## src/rtl/cpu_pkg.sv

```systemverilog
// Shared execute-stage types: multiplier FSM states and word/double-word datapath types.
package cpu_pkg;

    localparam int MUL_W = 16;

    typedef enum logic [1:0] {MUL_IDLE, MUL_RUN, MUL_DONE} mul_state_t;

    typedef logic [MUL_W-1:0]   word_t;
    typedef logic [2*MUL_W-1:0] dword_t;

endpackage

```

## src/rtl/add16_cin_cout.sv

```systemverilog
// 16-bit carry-lookahead adder with carry-in and carry-out.
// Carries are looked ahead within 5/5/6-bit slices; slice carries chain between slices.
module add16_cin_cout
    import cpu_pkg::*;
(
    input  word_t A,
    input  word_t B,
    input  logic  cin,
    output word_t R,
    output logic  cout
);

    word_t         w_g;
    word_t         w_p;
    logic [MUL_W:0] w_c;

    assign w_g = A & B;
    assign w_p = A ^ B;

    // Each carry is expanded from its own slice's carry-in, never from the previous bit.
    always_comb begin
        w_c    = '0;
        w_c[0] = cin;
        for (int i = 0; i < MUL_W; i++) begin
            logic v_t;
            int   v_base;
            v_base = (i < 5) ? 0 : ((i < 10) ? 5 : 10);
            v_t    = w_c[v_base];
            for (int j = 0; j < MUL_W; j++) begin
                if (j >= v_base && j <= i) begin
                    v_t = w_g[j] | (w_p[j] & v_t);
                end
            end
            w_c[i+1] = v_t;
        end
    end

    assign R    = w_p ^ w_c[MUL_W-1:0];
    assign cout = w_c[MUL_W];

endmodule

```

## src/rtl/shift_add_multiplier_16.sv

```systemverilog
// Iterative unsigned shift-and-add multiplier: one adder pass per clock, WIDTH clocks per product.
// Handshake: start is accepted whenever busy=0 (IDLE or DONE); done pulses for one cycle with product valid.
module shift_add_multiplier_16
    import cpu_pkg::*;
#(
    parameter int WIDTH = MUL_W
) (
    input  logic               clk,
    input  logic               rst_n,
    input  logic               start,
    input  logic [WIDTH-1:0]   A,
    input  logic [WIDTH-1:0]   B,
    output logic               busy,
    output logic               done,
    output logic [2*WIDTH-1:0] product,
    output mul_state_t         dbg_state
);

    localparam int                CNT_W = $clog2(WIDTH) + 1;
    localparam logic [CNT_W-1:0] LAST  = CNT_W'(WIDTH - 1);

    mul_state_t         r_state;
    logic [WIDTH-1:0]   r_mcand;
    logic [WIDTH-1:0]   r_q;
    logic [WIDTH-1:0]   r_acc;
    logic [CNT_W-1:0]   r_count;
    logic [2*WIDTH-1:0] r_product;

    logic [WIDTH-1:0]   w_addend;
    logic [WIDTH-1:0]   w_sum;
    logic               w_cout;
    logic [2*WIDTH-1:0] w_next;
    logic               w_load;

    assign w_addend = r_q[0] ? r_mcand : '0;

    add16_cin_cout u_add (
        .A   (r_acc),
        .B   (w_addend),
        .cin (1'b0),
        .R   (w_sum),
        .cout(w_cout)
    );

    // The carry-out becomes the top bit of the accumulator after the right shift.
    assign w_next = {w_cout, w_sum, r_q[WIDTH-1:1]};
    assign w_load = start && (r_state != MUL_RUN);

    always_ff @(posedge clk or negedge rst_n) begin
        if (!rst_n) begin
            r_state   <= MUL_IDLE;
            r_mcand   <= '0;
            r_q       <= '0;
            r_acc     <= '0;
            r_count   <= '0;
            r_product <= '0;
        end else begin
            if (w_load) begin
                r_state <= MUL_RUN;
                r_mcand <= A;
                r_q     <= B;
                r_acc   <= '0;
                r_count <= '0;
            end else if (r_state == MUL_RUN) begin
                r_acc   <= w_next[2*WIDTH-1:WIDTH];
                r_q     <= w_next[WIDTH-1:0];
                r_count <= r_count + 1'b1;
                if (r_count == LAST) begin
                    r_state   <= MUL_DONE;
                    r_product <= w_next;
                end
            end else begin
                r_state <= MUL_IDLE;
            end
        end
    end

    assign busy      = (r_state == MUL_RUN);
    assign done      = (r_state == MUL_DONE);
    assign product   = r_product;
    assign dbg_state = r_state;

endmodule

```

## config.mk

```make
export PLATFORM = sky130hd
export DESIGN_NAME = shift_add_multiplier_16
export DESIGN_NICKNAME = d
export VERILOG_FILES = /design/src/rtl/cpu_pkg.sv /design/src/rtl/add16_cin_cout.sv /design/src/rtl/shift_add_multiplier_16.sv
export SDC_FILE = /design/constraint.sdc
export NUM_CORES = 1
export LEC_CHECK = 0
export ABC_AREA = 1
export ABC_CLOCK_PERIOD_IN_PS = 16300
export BUFFER_PORTS_ARGS = -buffer_cell sky130_fd_sc_hd__buf_4
export CAP_MARGIN = 30
export CORE_MARGIN = 1
export CORE_UTILIZATION = 28
export DETAILED_ROUTE_END_ITERATION = 10
export GPL_ROUTABILITY_DRIVEN = 0
export PLACE_DENSITY = 0.52
export SYNTH_ARGS = -nofsm -noshare
export SYNTH_HDL_FRONTEND = slang
export SYNTH_SLANG_ARGS = --single-unit
```

## constraint.sdc

```tcl
create_clock -name clk -period 16.3 [get_ports clk]
set_input_delay 1.63 -clock clk [delete_from_list [all_inputs] [get_ports clk]]
set_output_delay 1.63 -clock clk [all_outputs]
set_load 0.01 [all_outputs]
```

==> results.md <==
- First-pass GRT wire length: 14380 um
- Starting Density: 28.75%
- Std cell rows: 42
- End of the worst hold path: r_mcand[1]
- Yosys reg bits: 87
- Post-Synth XOR/XNOR Area: 0%
- Vias: 2832
- Gr ovfl total: 0
- Diodes inserted: 0
- Worst slew margin: 39.78%
- Worst setup EP type: flip-flop
- Max-cap violations: 0
- Routed WL per cell: 13.28 um
- Full die area: 0.01412 mm2
- Worst R2R End: r_acc[14]
- Hold_buf cts: 0
- Critical R2R Launch: r_q[0]
- IO Pins: 71
- Hold Fails Final Rpt: 0
- RSZ-0062 raised after global routing: false
- Post-Synthesis Cell Area: 0.003822 mm2
- Arrival @ worst endpoint: 7.28 ns
- CTS Buffer Depth: 2
- Largest net degree at the start of global routing: 65
- Reg-to-reg slack, setup: 9.23 ns
- Synth Flop Type: dfrtp_1
- Final TNS setup: 0 ns
- EDFF count, synth: 0
- Critical Path RT: 16.50 ns
- Clock root cell: clkbuf_16
- Detailed Place HPWL: 6018 um
- Post_cts resized: 0
- DRC Markers: 0
- Hold Crit Depth: 2
- Die W: 118.8 um
- Final setup fails: 0
- Initial antenna violation count: 0
- Setup CP Type: flip-flop to flip-flop
- Leading area contributor after synthesis: dfrtp_1
- Die H: 118.8 um
- DR vias/cell: 4.384
- Outcome: finished, final reports clean
- First-pass DRT Iterations: 4
- Post-CTS Setup Bufs: 0
- Simple-Gate Fraction of Synth Area: 22.82%
- Layout Cells excl Fill: 646
- Core area: 0.01330 mm2
- Main combinational cell family by area after synthesis: simple AND/OR/NAND/NOR gates
- CP max FO: 17
- Hold path start: r_mcand[1]
- Cell total after placement: 632
- Syn nets: 456
- Synth Area in Compound Gates: 5.597%
- Vias in the first global route: 2863
- Leakage power: 2.343 nW
- CTS buffer count: 9
- Max-slew violations: 0
- Asr flop ratio synth: 100.0%
- Commonest non-fill, non-tap cell in the layout: nand2_1
- # clock sinks: 87
- Synth-to-layout area growth: 23.86%
- Cells after Synth: 403
- Most frequent cells in the layout: nand2_1, dfrtp_1, buf_4, nand3_1, inv_1
- Top cells by area, synth: dfrtp_1, nand2_1, fa_1
- Port bufs: 70
- Clock latency on the worst-skew pair: 0.34 ns
- Worst Setup Start Kind: flip-flop
- Share of post-route cells with drive strength above 1: 20.64%
- Worst Tran Pin Value: 0.9002 ns
- Antenna viol nets, final: 0
- R2r worst-path depth: 22
- Final WL: 8578 um
- Final nets: 520
- Synth Area per Inst: 9.485 um2
- Power per cell area: 194.0 mW/mm2
- Seq/Total Area, Yosys: 56.96%
- Reg clk slew, reported paths: 0.06 ns
- Max IR drop VDD: 0.05307 mV
- Drt first-iter violations: 126
- Synth unique cells: 21
- TritonCTS clock tree: done
- Highest clock rate: 141.4 MHz
- Multiplexer share of the synthesized area: 0%
- Clock skew: 0.004629 ns
- H-tree depth: 3
- Layout Utilization: 35.61%
- Final worst path period need: 7.073 ns
- Synth Warn #: 0
- Post-Synth Adder-Cell Area: 8.838%
- Final Cycle Share: 43.39%
- GRT Util Overall: 13.02%
- Area fraction of the dominant cell type after synthesis: 56.96%
- Worst Hold Class: flip-flop to flip-flop
## layout make-up
| type | count | area, um2 |
|---|---|---|
| Fill cell | 1370 | 8561 |
| Multi-Input combinational cell | 268 | 1424 |
| Sequential cell | 87 | 2177 |
| Timing Repair Buffer | 71 | 533.0 |
| Tap cell | 176 | 220.2 |
| Inverter | 30 | 115.1 |
| Clock inverter | 1 | 5.005 |
| Clock buffer | 13 | 260.3 |
## report_power, final
part | internal, mW | switching (mW) | total (mW)
sequential | 0.316 | 0.0609 | 0.377
combinational | 0.153 | 0.202 | 0.355
clock | 0.110 | 0.0768 | 0.186
## routing by layer
| layer | track usage [%] | routed length [um] | part of all wire [%] | vias to the layer above |
|---|---|---|---|---|
| met5 | 0 | 0 | 0 | - |
| met4 | 5.696 | 150 | 1.7 | 0 |
| met3 | 2.538 | 259 | 3.0 | 14 |
| met2 | 19.33 | 3898 | 45 | 46 |
| met1 | 18.43 | 4269 | 50 | 1379 |
| li1 | - | - | - | 1393 |
## cell usage after synthesis (2+ instances only)
master / instances
nand2_1: 170
inv_2: 4
o21ai_2: 4
fa_1: 15
o22ai_1: 15
nor2_1: 6
o21ai_0: 16
ha_1: 3
buf_6: 3
dfrtp_1: 87
buf_2: 7
buf_4: 2
inv_1: 25
clkbuf_1: 5
nand2_2: 2
nand3_1: 33
nand2_4: 2
## per-stage QoR
step	cell area (um2)	power, mW	hold WS (ns)	setup slack [ns]
floorplan	3822	0.6063	0.4487	9.488
global placement	4469	0.7333	0.4680	9.314
detailed placement	4469	0.7436	0.4672	9.239
CTS	4735	0.9342	0.4828	9.220
global route	4735	0.9960	0.5022	8.924
finish	4735	0.9186	0.4759	9.227
## worst max path at each step
stage,from,cells past startpoint,to
finish,r_q[0],22,r_acc[14]
global route,r_q[0],22,r_acc[14]
CTS,r_q[0],22,r_acc[14]
detailed placement,r_q[0],22,r_acc[14]
global placement,r_q[0],22,r_acc[14]
floorplan,r_q[0],21,r_acc[14]
## worst max-delay path, cell delays in order, from the launching register on
cell	delay, ns
dfrtp_1	0.61
nand2_1	0.09
inv_1	0.07
ha_1	0.13
inv_1	0.05
fa_1	0.37
fa_1	0.39
fa_1	0.39
fa_1	0.39
fa_1	0.39
fa_1	0.39
fa_1	0.40
fa_1	0.40
fa_1	0.40
fa_1	0.42
fa_1	0.41
fa_1	0.40
fa_1	0.36
inv_1	0.07
fa_1	0.15
inv_1	0.05
fa_1	0.51
o21ai_0	0.09
## registers in the layout, summed over array words and instances (netlist names)
name,count
product,32
r_mcand,16
dbg_state,2
r_count,5
r_acc,16
r_q,16
## cell families after synthesis
kind of cell / count (synthesis)
buffers and inverters: 48
and+or+nand+nor: 214
adders and majority gates: 18
AOI/OAI and AO/OA: 36
DFF: 87
No activity file was read; power rests on OpenSTA's default activity.
